### config.mk
export PLATFORM = sky130hd
export DESIGN_NAME = irq_ctrl_flat
export DESIGN_NICKNAME = d
export VERILOG_FILES = /design/src/rtl/irq_ctrl_if.sv /design/src/rtl/irq_ctrl.sv /design/src/flat_wrapper.sv
export SDC_FILE = /design/constraint.sdc
export NUM_CORES = 1
export LEC_CHECK = 0
export CAP_MARGIN = 15
export CORE_MARGIN = 5
export CORE_UTILIZATION = 46
export DETAILED_ROUTE_END_ITERATION = 16
export PLACE_DENSITY_LB_ADDON = 0.12
export SYNTH_ARGS = -nofsm -noshare
export SYNTH_HDL_FRONTEND = slang
export SYNTH_SLANG_ARGS = --single-unit
export TNS_END_PERCENT = 30
### constraint.sdc
create_clock -name clk -period 1.72 [get_ports clk]
set_input_delay 0.43 -clock clk [delete_from_list [all_inputs] [get_ports clk]]
set_output_delay 0.43 -clock clk [all_outputs]
set_load 0.02 [all_outputs]
### src/rtl/irq_ctrl_if.sv
// rtl/irq_ctrl_if.sv - word-wide register access port of the interrupt controller
interface irq_ctrl_if;
   logic        CfgCS;
   logic        CfgWE;
   logic [1:0]  CfgAddr;
   logic [31:0] CfgWrData;
   logic [31:0] CfgRdData;
   logic        CfgRdy;

   modport master (
      output CfgCS, CfgWE, CfgAddr, CfgWrData,
      input  CfgRdData, CfgRdy
   );

   modport slave (
      input  CfgCS, CfgWE, CfgAddr, CfgWrData,
      output CfgRdData, CfgRdy
   );
endinterface

### src/rtl/irq_ctrl.sv
// rtl/irq_ctrl.sv - synchronised edge/level interrupt controller with ack/EOI service FSM
module irq_ctrl #(
   parameter int IRQ_CH      = 8,
   parameter int SYNC_STAGES = 2,
   parameter int ID_W        = 3
) (
   input  logic              clk,
   input  logic              reset,
   input  logic [IRQ_CH-1:0] IrqSrc,
   input  logic              IntAck,
   irq_ctrl_if.slave         cfg,
   output logic [IRQ_CH-1:0] IRQ,
   output logic              InSvc,
   output logic [ID_W-1:0]   InSvcId
);

   localparam logic [0:0] ST_IDLE    = 1'b0;
   localparam logic [0:0] ST_SERVICE = 1'b1;

   localparam logic [1:0] A_PENDING = 2'd0;
   localparam logic [1:0] A_EDGE    = 2'd1;
   localparam logic [1:0] A_ENABLE  = 2'd2;
   localparam logic [1:0] A_STATUS  = 2'd3;

   logic [IRQ_CH-1:0] sync_q [SYNC_STAGES];
   logic [IRQ_CH-1:0] s_now;
   logic [IRQ_CH-1:0] h_prev;
   logic [IRQ_CH-1:0] pending;
   logic [IRQ_CH-1:0] edge_mode;
   logic [IRQ_CH-1:0] enable;
   logic [0:0]        state;

   logic [IRQ_CH-1:0] req;
   logic              any_req;
   logic [ID_W-1:0]   win_id;
   logic              take;
   logic [IRQ_CH-1:0] ack_clr;
   logic [IRQ_CH-1:0] w1c;
   logic [IRQ_CH-1:0] edge_chg;
   logic [IRQ_CH-1:0] pending_n;
   logic [IRQ_CH-1:0] wr_bits;
   logic              wr;
   logic              eoi;
   logic [31:0]       rd_mux;
   logic              unused_wdata;

   assign s_now        = sync_q[SYNC_STAGES-1];
   assign wr_bits      = cfg.CfgWrData[IRQ_CH-1:0];
   assign unused_wdata = ^cfg.CfgWrData[31:IRQ_CH];
   assign wr           = cfg.CfgCS & cfg.CfgWE;
   assign eoi          = wr && (cfg.CfgAddr == A_STATUS) && (state == ST_SERVICE);
   assign req          = pending & enable;
   assign any_req      = |req;
   assign take         = IntAck && any_req && (state == ST_IDLE);
   assign InSvc        = (state == ST_SERVICE);

   // Source synchroniser chain plus one-cycle history for rising-edge detection
   always_ff @(posedge clk) begin
      if (reset) begin
         for (int k = 0; k < SYNC_STAGES; k++) sync_q[k] <= '0;
         h_prev <= '0;
      end else begin
         sync_q[0] <= IrqSrc;
         for (int k = 1; k < SYNC_STAGES; k++) sync_q[k] <= sync_q[k-1];
         h_prev <= s_now;
      end
   end

   // Lowest-index enabled pending channel wins arbitration
   always_comb begin
      win_id = '0;
      for (int i = IRQ_CH - 1; i >= 0; i--) begin
         if (req[i]) win_id = ID_W'(i);
      end
   end

   // Next pending: edge channels latch rises (set beats clear), level channels follow the source;
   // a mode change discards whatever was latched under the old mode
   always_comb begin
      ack_clr   = take ? (IRQ_CH'(1) << win_id) : '0;
      w1c       = (wr && (cfg.CfgAddr == A_PENDING)) ? wr_bits : '0;
      edge_chg  = (wr && (cfg.CfgAddr == A_EDGE)) ? (wr_bits ^ edge_mode) : '0;
      pending_n = (edge_mode & ((pending & ~w1c & ~ack_clr) | (s_now & ~h_prev)))
                | (~edge_mode & s_now);
      pending_n = pending_n & ~edge_chg;
   end

   // Register file, pending state and service FSM
   always_ff @(posedge clk) begin
      if (reset) begin
         pending   <= '0;
         edge_mode <= '1;
         enable    <= '0;
         state     <= ST_IDLE;
         InSvcId   <= '0;
      end else begin
         pending <= pending_n;
         if (wr && (cfg.CfgAddr == A_EDGE))   edge_mode <= wr_bits;
         if (wr && (cfg.CfgAddr == A_ENABLE)) enable    <= wr_bits;
         case (state)
            ST_IDLE: begin
               if (take) begin
                  state   <= ST_SERVICE;
                  InSvcId <= win_id;
               end
            end
            default: begin
               if (eoi) state <= ST_IDLE;
            end
         endcase
      end
   end

   // Request vector to the CPU is masked while a channel is in service
   always_ff @(posedge clk) begin
      if (reset) IRQ <= '0;
      else       IRQ <= (state == ST_IDLE) ? req : '0;
   end

   // Read data selection; unused upper bits read as zero
   always_comb begin
      rd_mux = '0;
      case (cfg.CfgAddr)
         A_PENDING: rd_mux = {{(32-IRQ_CH){1'b0}}, pending};
         A_EDGE:    rd_mux = {{(32-IRQ_CH){1'b0}}, edge_mode};
         A_ENABLE:  rd_mux = {{(32-IRQ_CH){1'b0}}, enable};
         default:   rd_mux = {{(31-ID_W){1'b0}}, InSvc, InSvcId};
      endcase
   end

   // Every access completes one cycle later; read data only for reads, zero otherwise
   always_ff @(posedge clk) begin
      if (reset) begin
         cfg.CfgRdy    <= 1'b0;
         cfg.CfgRdData <= '0;
      end else begin
         cfg.CfgRdy    <= cfg.CfgCS;
         cfg.CfgRdData <= (cfg.CfgCS && !cfg.CfgWE) ? rd_mux : '0;
      end
   end

endmodule

### src/flat_wrapper.sv
// flat-port wrapper written by rule: the top's interface ports become plain ports
module irq_ctrl_flat 
#(
   parameter int IRQ_CH      = 8,
   parameter int SYNC_STAGES = 2,
   parameter int ID_W        = 3
)
  (clk, reset, IrqSrc, IntAck, IRQ, InSvc, InSvcId, cfg_CfgCS, cfg_CfgWE, cfg_CfgAddr, cfg_CfgWrData, cfg_CfgRdData, cfg_CfgRdy);
  irq_ctrl_if cfg_i ();
  input  logic clk;
  input  logic reset;
  input  logic [IRQ_CH-1:0] IrqSrc;
  input  logic IntAck;
  output logic [IRQ_CH-1:0] IRQ;
  output logic InSvc;
  output logic [ID_W-1:0] InSvcId;
  input wire logic [$bits(cfg_i.CfgCS)-1:0] cfg_CfgCS;
  input wire logic [$bits(cfg_i.CfgWE)-1:0] cfg_CfgWE;
  input wire logic [$bits(cfg_i.CfgAddr)-1:0] cfg_CfgAddr;
  input wire logic [$bits(cfg_i.CfgWrData)-1:0] cfg_CfgWrData;
  output wire logic [$bits(cfg_i.CfgRdData)-1:0] cfg_CfgRdData;
  output wire logic [$bits(cfg_i.CfgRdy)-1:0] cfg_CfgRdy;
  assign cfg_i.CfgCS = cfg_CfgCS;
  assign cfg_i.CfgWE = cfg_CfgWE;
  assign cfg_i.CfgAddr = cfg_CfgAddr;
  assign cfg_i.CfgWrData = cfg_CfgWrData;
  assign cfg_CfgRdData = cfg_i.CfgRdData;
  assign cfg_CfgRdy = cfg_i.CfgRdy;
  irq_ctrl #(.IRQ_CH(IRQ_CH), .SYNC_STAGES(SYNC_STAGES), .ID_W(ID_W)) u_core (.clk(clk), .reset(reset), .IrqSrc(IrqSrc), .IntAck(IntAck), .cfg(cfg_i), .IRQ(IRQ), .InSvc(InSvc), .InSvcId(InSvcId));
endmodule
* Word-level counts from Yosys, hierarchy flattened
Memories as Yosys holds them, arrays and structs flattened.
Cells that the tools add are included.
** Operators by class
- Equal/unequal tests :: 3
- Shift operators :: 1
- Muxes and demuxes :: 20
- Bitwise gates (word level) :: 20
- Reductions and logical operators :: 14
** Operators with widths (count)
- 8-bit bitwise AND :: 7
- 8-bit 2-to-1 mux :: 5
- 8-bit NOT :: 5
- 3-bit 2-to-1 mux :: 8
- 8-bit one-hot mux with 3 select lines :: 1
- 8-bit OR :: 2
- 1-bit logical AND :: 8
- 8-bit OR reduction :: 1
- 1-bit by 3-bit left shift with 8-bit output (first input constant) :: 1
- 8-bit bitwise XOR :: 1
- 1-bit 2-to-1 mux :: 6
- 2-bit equality test (second input constant) :: 2
- 2-bit OR reduction :: 2
- 2-bit by 1-bit equality test with 1-bit output (second input constant) :: 1
- 2-bit logical NOT :: 1
- 1-bit NOT :: 2
- 1-bit OR :: 2
- 2-bit AND reduction :: 1
- 1-bit bitwise AND :: 1
- 1-bit logical NOT :: 1
** Word-level totals
- Bits in registers :: 77
- RAM bits :: 16
- Output and inout bits :: 45
- Memories :: 1
** Memory list
- u_core.sync_q :: depth 2, width 8, read ports 2, clocked after Yosys merged registers in 0, write ports 2, line irq_ctrl.sv:25 : logic [IRQ_CH-1:0] sync_q [SYNC_STAGES];

* Longest topological paths before layout
Gate-level depths: netlist of the first run.
- Word-level depth :: 17
- Gate-level depth with buffers :: 5
- Depth with buffers taken out :: 4

* Worst setup path before layout of the first run
OpenSTA, ideal clock, no wires.
- Path kind :: input port to flip-flop
- Start point :: in reset
- End point :: reg u_core.state, in the netlist u_core.InSvc
- Arrival time :: 1.302 ns
- Data required time :: 1.592 ns
- Slack :: 0.291 ns
- Cell stages on the path :: 4
- Cells stage by stage :: clkbuf_1 -> clkbuf_1 -> clkbuf_1 -> nor2_1
** RTL lines
- from (decl) :: line flat_wrapper.sv:11 : input logic reset;
- to (signal assigned) :: line irq_ctrl.sv:94 : state <= ST_IDLE;
- to (signal assigned) :: line irq_ctrl.sv:103 : state <= ST_SERVICE;
- to (signal assigned) :: line irq_ctrl.sv:108 : if (eoi) state <= ST_IDLE;
- to (decl) :: line irq_ctrl.sv:31 : logic [0:0] state;
No word-level cell between the ends.

* Final worst setup path of the first run
- Start point :: reg u_core.cfg.CfgRdData[4]
- End point :: out cfg_CfgRdData[4]
** RTL lines
- from (decl) :: line irq_ctrl_if.sv:17 : output CfgRdData, CfgRdy
- from (signal assigned) :: line irq_ctrl.sv:138 : cfg.CfgRdData <= (cfg.CfgCS && !cfg.CfgWE) ? rd_mux : '0;
- to (decl) :: line flat_wrapper.sv:21 : output wire logic [$bits(cfg_i.CfgRdData)-1:0] cfg_CfgRdData;
No word-level cell between the ends.

==> out/results.txt, run 1 <==
Hold Startpoint - u_core.sync_q[0][7]
Final count of negative-setup-slack endpoints - 0
Post-synthesis average cell area - 9.26 µm²
Antenna Nets Post-Route - 0
R2R depth - 4
Post-synth ARST share - 0%
Synth unique cells - 35
Overflow left after global routing - 0
Number of ports placed on the die boundary - 92
Insertion delay of the later-clocked pin in the worst-skew pair - 0.34 ns
Type of destination of the critical path - output port
Kind of cell with the highest combined delay on the critical path - buffers and inverters
Post-CTS setup repair buffer count - 0
Number of buffer and inverter instances along the worst setup path - 1
Initial core utilization - 47.7%
Number of enable-type register cells in the synthesized netlist - 0
Clock input transition at the sequential cells of the worst setup and hold paths - 0.07 ns
Required time of the worst setup path - 1.29 ns
Final Instance Count excl. Fillers - 445
Worst path max stage delay - 0.59 ns
Ratio of cells with drive above 1 in the final layout - 10.8%
TritonCTS sink count - 69
Setup slack on the worst flop-to-flop path - 0.27 ns
Sequential element share of the synthesized area - 48.6%
Shortest clock period the worst path allows after layout - 1.67 ns
Count of yosys warnings during synthesis - 0
Static power due to leakage - 1.50 nW
Largest fanout on the critical path - 1
Cell depth of the worst min-delay path - 1
Total half-perimeter wirelength after legalization and detailed placement - 4.35 mm
Max frequency - 598 MHz
Hold slack final - 0.437 ns
Total CTS buffers - 9
Period utilisation layout - 97.2%
Critical path start-end classification - register to output port
Worst r2r src - u_core.pending[3]
Cell Pwr Density - 919 nW/µm²
Vert. Die Dim - 88.6 µm
RePlAce Congestion - 0.780
Growth of design area from synthesis to finish - 26.2%
Final-stage net count - 412
Number of standard cells after synthesis - 307
Critical Path Slowest Stage Cell - sky130_fd_sc_hd__clkdlybuf4s50_1
Root buffer cell - sky130_fd_sc_hd__clkbuf_8
TritonRoute pass-1 iters - 4
Terminating pin of the worst hold path - u_core.sync_q[0][15]
Area of the core - 5960 µm²
Hold buffers post-CTS - 0
Count of inserted antenna diode cells - 0
Post-synthesis cell area - 2840 µm²
Placed Cells incl. Taps - 429
Startpoint type of the worst setup path - register
Number of H-tree branching levels - 3
Maximum number of buffers from clock root to sink - 2
Placement row count - 28
Min-delay worst type - register to register
Maximum ir drop on the vdd rail - 0.000475 V
Global-route wire length before repair - 9.81 mm
Routed wire length - 6.01 mm
Final core area utilization - 60.2%
RSZ-0062 raised after global routing - false
FF-to-FF End - u_core.pending[7]
Max cap viols - 0
DR vias/cell - 5.01
Vias - 2229
FF+latch count, synth - 69
Number of input and output port buffers inserted - 43
CP Cell Sequence - clkdlybuf4s50_1
Total routing resource utilization after global routing - 16.6%
Area of the die - 7850 µm²
Run status - completed
Clock Skew - 0.00905 ns
Initial antenna violation count - 0
Synth Flop Type - sky130_fd_sc_hd__dfxtp_1
Post-DR wirelength/cell - 13.5 µm
Final hold vios - 0
Iteration-0 DRC Markers - 135
CTS tree - yes
Residual DRC - 0
Final number of max-transition violations - 0
Worst EP arrival - 1.24 ns
Width of the chip - 88.6 µm
Pin count of the biggest net entering global routing - 24
Via count of the first global-routing pass - 2057
Cell depth of the worst setup path - 1
Pwr Total - 3.29 mW
-- per-layer routing --
metal,GRT usage [%],routed length [µm]
met5,0,0
met4,8.24,106
met3,3.82,528
met2,26.0,2580
met1,21.4,2790
-- cell usage after synthesis (8+ instances only) --
master	instances	area share, %
sky130_fd_sc_hd__a211o_1	8	2.5
sky130_fd_sc_hd__a21oi_1	21	3.7
sky130_fd_sc_hd__buf_4	24	6.3
sky130_fd_sc_hd__clkbuf_1	10	1.3
sky130_fd_sc_hd__dfxtp_1	69	49
sky130_fd_sc_hd__nand2_1	44	5.8
sky130_fd_sc_hd__nor2_1	24	3.2
sky130_fd_sc_hd__nor2b_1	39	8.6
sky130_fd_sc_hd__xor2_1	8	2.5
-- stage by stage --
stage               worst slack [ns]  cell area, µm²  TNS (ns)
floorplan                      0.291            2930         0
global placement              -0.231            3370     -4.78
detailed placement            -0.253            3370     -5.02
CTS                           0.0104            3560         0
global route                 0.00830            3590         0
finish                        0.0486            3590         0
-- report_power, final --
part,switching [mW],leakage [nW],internal [mW]
sequential,0.0380,0.563,1.65
clock,0.579,0.0964,0.706
combinational,0.171,0.841,0.154
total,0.788,1.50,2.51
-- worst max-delay path by stage --
| stage | start | endpoint | slack, ns |
|---|---|---|---|
| after floorplan | reset | u_core.InSvc | 0.29 |
| after global placement | cfg_CfgAddr[1] | u_core.cfg.CfgRdData[0] | -0.23 |
| after detailed placement | cfg_CfgAddr[1] | u_core.cfg.CfgRdData[0] | -0.25 |
| after CTS | u_core.cfg.CfgRdData[1] | cfg_CfgRdData[1] | 0.01 |
| after global routing | u_core.IRQ[7] | IRQ[7] | 0.008 |
| final | u_core.cfg.CfgRdData[4] | cfg_CfgRdData[4] | 0.05 |
-- area by class of cell --
| class | instances | area, µm² |
|---|---|---|
| Clock buffer | 12 | 145 |
| Multi-Input combinational cell | 223 | 1320 |
| Clock inverter | 4 | 47.5 |
| Inverter | 1 | 3.75 |
| Sequential cell | 69 | 1380 |
| Timing Repair Buffer | 61 | 598 |
| Tap cell | 75 | 93.8 |
| Fill cell | 541 | 2370 |
-- cells by family after synthesis --
logic type / after synthesis / synth area share, %
and+or+nand+nor: 122 / 20.8
other: 1 / 0.132
xor gates and xnor gates: 8 / 2.47
buffers and inverters: 38 / 8.32
AOI/OAI and AO/OA: 61 / 15.1
DFF: 69 / 48.6
muxes: 8 / 4.58
-- layout by cell type (no fill, tap or decap), types with 3 or more instances in the layout --
cell type | Yosys | final
sky130_fd_sc_hd__a21oi_1 | 21 | 21
sky130_fd_sc_hd__a21o_1 | 4 | 4
sky130_fd_sc_hd__nand3_1 | 4 | 4
sky130_fd_sc_hd__nor3_1 | 3 | 3
sky130_fd_sc_hd__a41oi_1 | 3 | 3
sky130_fd_sc_hd__buf_4 | 24 | 16
sky130_fd_sc_hd__a22oi_1 | 4 | 4
sky130_fd_sc_hd__xor2_1 | 8 | 8
sky130_fd_sc_hd__conb_1 | 1 | 24
sky130_fd_sc_hd__dlymetal6s2s_1 | 0 | 7
sky130_fd_sc_hd__nor2b_1 | 39 | 39
sky130_fd_sc_hd__nor2_1 | 24 | 24
sky130_fd_sc_hd__mux4_2 | 4 | 4
sky130_fd_sc_hd__a32oi_1 | 4 | 4
sky130_fd_sc_hd__dfxtp_1 | 69 | 69
sky130_fd_sc_hd__mux2i_1 | 4 | 4
sky130_fd_sc_hd__dlygate4sd2_1 | 0 | 4
sky130_fd_sc_hd__nand2_1 | 44 | 44
sky130_fd_sc_hd__a211o_1 | 8 | 8
sky130_fd_sc_hd__clkbuf_8 | 0 | 10
sky130_fd_sc_hd__clkdlybuf4s50_1 | 0 | 31
-- flip-flops by register name, summed over array words and instances, names as in the netlist --
signal	flops
u_core.sync_q	16
u_core.IRQ	8
u_core.cfg.CfgRdData	8
u_core.edge_mode	8
u_core.enable	8
u_core.h_prev	8
u_core.pending	8
u_core.InSvcId	3
u_core.InSvc	1
u_core.cfg.CfgRdy	1
-- what timing repair did --
action,in CTS,in global routing
endpoints found under the hold margin,0,0
endpoints found under the setup margin,4,8
resized for setup,4,8
pin swaps,0,0
Power figures use the tool's default switching activity.
==> run 2: changes to the inputs <==
--- a/config.mk
+++ b/config.mk
@@ -10,6 +10,7 @@
 export CORE_UTILIZATION = 46
 export DETAILED_ROUTE_END_ITERATION = 16
 export PLACE_DENSITY_LB_ADDON = 0.12
+export SKIP_CTS_REPAIR_TIMING = 1
 export SYNTH_ARGS = -nofsm -noshare
 export SYNTH_HDL_FRONTEND = slang
 export SYNTH_SLANG_ARGS = --single-unit
==> run 2 against run 1 <==
  * Design area increased by 0.42%
  * Combinational power about the same
  * Clock skew about the same
  * Register-to-register slack about the same
  * Critical path depth unchanged
  * Maximum frequency about the same
  * Total power about the same
  * First-iteration DRC count decreased by 10%
  * Sequential share of layout area decreased by 0.16 points
  * Die area unchanged
  * Sequential power about the same
  * Non-clock buffer count unchanged
  * Largest cell class unchanged
==> out/results.txt, run 2 (synthesis gave the netlist of run 1 again) <==
Run status - completed (unchanged)
Cell internal power dissipation - 2.51 mW (about the same)
TritonRoute pass-1 iters - 4 (unchanged)
Max frequency - 598 MHz (about the same)
Initial antenna violation count - 0 (unchanged)
Min-delay worst type - register to register (unchanged)
Switching power summed over all nets - 0.787 mW (was 0.788 mW)
Area of the core - 5960 µm² (unchanged)
CTS tree - yes (unchanged)
Worst setup margin - 0.0473 ns (was 0.0486 ns)
Critical path start-end classification - register to output port (unchanged)
Maximum number of buffers from clock root to sink - 2 (unchanged)
Switching Fraction - 23.9% (about the same)
Post-route setup TNS - 0 ns (unchanged)
Antenna Nets Post-Route - 0 (unchanged)
Number of input and output port buffers inserted - 43 (unchanged)
Worst slack at placement - -0.253 ns (unchanged)
Final-stage net count - 412 (unchanged)
Ratio of cells with drive above 1 in the final layout - 10.8% (unchanged)
Number of ports placed on the die boundary - 92 (unchanged)
Total CTS buffers - 9 (unchanged)
CP Cell Sequence - clkdlybuf4s50_1 (unchanged)
Area of the die - 7850 µm² (unchanged)
Via count of the first global-routing pass - 2057 (unchanged)
Maximum ir drop on the vdd rail - 0.000476 V (was 0.000475 V)
Width of the chip - 88.6 µm (unchanged)
Number of flip-flops under the largest register name - 16 (unchanged)
Residual DRC - 0 (unchanged)
Clock input transition at the sequential cells of the worst setup and hold paths - 0.07 ns (about the same)
Initial core utilization - 47.7% (unchanged)
Iteration-0 DRC Markers - 121 (was 135)
Clock Skew - 0.00893 ns (was 0.00905 ns)
Worst path max stage delay - 0.59 ns (about the same)
Final hold vios - 0 (unchanged)
DP Area - 3370 µm² (unchanged)
Most frequent standard cell in the layout excluding fill and tap cells - sky130_fd_sc_hd__dfxtp_1 (unchanged)
Final number of max-transition violations - 0 (unchanged)
Critical Path Slowest Stage Cell - sky130_fd_sc_hd__clkdlybuf4s50_1 (unchanged)
Root buffer cell - sky130_fd_sc_hd__clkbuf_8 (unchanged)
Leading cell types in the layout, fill and taps excluded - sky130_fd_sc_hd__dfxtp_1 (69), sky130_fd_sc_hd__nand2_1 (44), sky130_fd_sc_hd__nor2b_1 (39) (unchanged)
Global-route wire length before repair - 9.81 mm (unchanged)
Max cap viols - 0 (unchanged)
Post-DR wirelength/cell - 13.5 µm (about the same)
Vert. Die Dim - 88.6 µm (unchanged)
Number of H-tree branching levels - 3 (unchanged)
Final count of negative-setup-slack endpoints - 0 (unchanged)
DR vias/cell - 5.00 (was 5.01)
Number of buffer and inverter instances along the worst setup path - 1 (unchanged)
TritonCTS sink count - 69 (unchanged)
Growth of design area from synthesis to finish - 26.7% (was 26.2%)
Largest reg by FF count - u_core.sync_q (unchanged)
Kind of cell with the highest combined delay on the critical path - buffers and inverters (unchanged)
Insertion delay of the later-clocked pin in the worst-skew pair - 0.34 ns (about the same)
Total routing resource utilization after global routing - 16.6% (unchanged)
Routed wire length - 6.01 mm (about the same)
Required time of the worst setup path - 1.29 ns (about the same)
Sequential Power Share - 51.1% (about the same)
Cell Pwr Density - 915 nW/µm² (was 919 nW/µm²)
Type of destination of the critical path - output port (unchanged)
Startpoint type of the worst setup path - register (unchanged)
Largest fanout on the critical path - 1 (unchanged)
Pin count of the biggest net entering global routing - 24 (unchanged)
Static power due to leakage - 1.55 nW (was 1.50 nW)
Post-Layout Inst Area - 3600 µm² (was 3590 µm²)
Count of inserted antenna diode cells - 0 (unchanged)
Total half-perimeter wirelength after legalization and detailed placement - 4.35 mm (unchanged)
RePlAce Congestion - 0.780 (unchanged)
Placement row count - 28 (unchanged)
Power share of the clock group - 39.0% (about the same)
Period utilisation layout - 97.3% (was 97.2%)
Overflow left after global routing - 0 (unchanged)
Shortest clock period the worst path allows after layout - 1.67 ns (about the same)
# fillers - 533 (was 541)
RSZ-0062 raised after global routing - false (unchanged)
Final core area utilization - 60.5% (was 60.2%)
Worst EP arrival - 1.24 ns (about the same)
Part of the power in combinational logic - 9.9% (about the same)
Vias - 2227 (was 2229)
run 2: changes by cell type in the layout (fill, tap and decap cells not counted):
cell / before / now
sky130_fd_sc_hd__dlymetal6s2s_1: 7 / 11
sky130_fd_sc_hd__dlygate4sd2_1: 4 / 0
run 2: power groups by stage:
stage / combinational, mW / sequential, mW / clock (mW)
2_1_floorplan: 0.232 / 1.72 / 0
3_3_place_gp: 0.320 / 1.72 / 0
3_5_place_dp: 0.324 / 1.72 / 0
4_1_cts: 0.325 / 1.68 / 1.32
5_1_grt: 0.356 / 1.69 / 1.40
6_report: 0.326 / 1.68 / 1.28
run 2: worst register-to-register path: stages (launching register included):
cell                      delay, ns
sky130_fd_sc_hd__dfxtp_1       0.36
sky130_fd_sc_hd__a22oi_1       0.39
sky130_fd_sc_hd__nand3_1       0.16
sky130_fd_sc_hd__nor3_1        0.29
sky130_fd_sc_hd__a31oi_1       0.13
run 2: area by class of cell:
cell class | instances | area (µm²) | share of cell area, %
Clock buffer | 12 | 145 | 4.03
Clock inverter | 4 | 47.5 | 1.32
Inverter | 1 | 3.75 | 0.104
Multi-Input combinational cell | 223 | 1320 | 36.6
Sequential cell | 69 | 1380 | 38.4
Tap cell | 75 | 93.8 | 2.61
Timing Repair Buffer | 61 | 613 | 17.0
run 2: path summary, 6_finish.rpt:
kind | start | to | slack [ns] | depth (start not counted)
hold / removal | u_core.sync_q[0][7] | u_core.sync_q[0][15] | 0.44 | 1
hold reg to reg | u_core.sync_q[0][7] | u_core.sync_q[0][15] | 0.44 | 1
setup reg to reg | u_core.pending[3] | u_core.pending[7] | 0.27 | 4
setup / recovery | u_core.cfg.CfgRdData[4] | cfg_CfgRdData[4] | 0.05 | 1
run 2: layer usage:
layer	global-route usage [%]	vias up	part of all wire [%]
met1	21.4	1016	47
met4	8.24	0	1.3
met5	0	-	0
met2	26.0	83	44
met3	3.82	7	8.4
li1	-	1121	-
run 2: through the flow:
stage / std cells / hold slack, ns / power, mW
6_report: 445 / 0.437 / 3.29
5_1_grt: 445 / 0.459 / 3.45
4_1_cts: 445 / 0.441 / 3.33
3_5_place_dp: 429 / 0.425 / 2.05
3_3_place_gp: 429 / 0.416 / 2.04
2_1_floorplan: 330 / 0.414 / 1.95
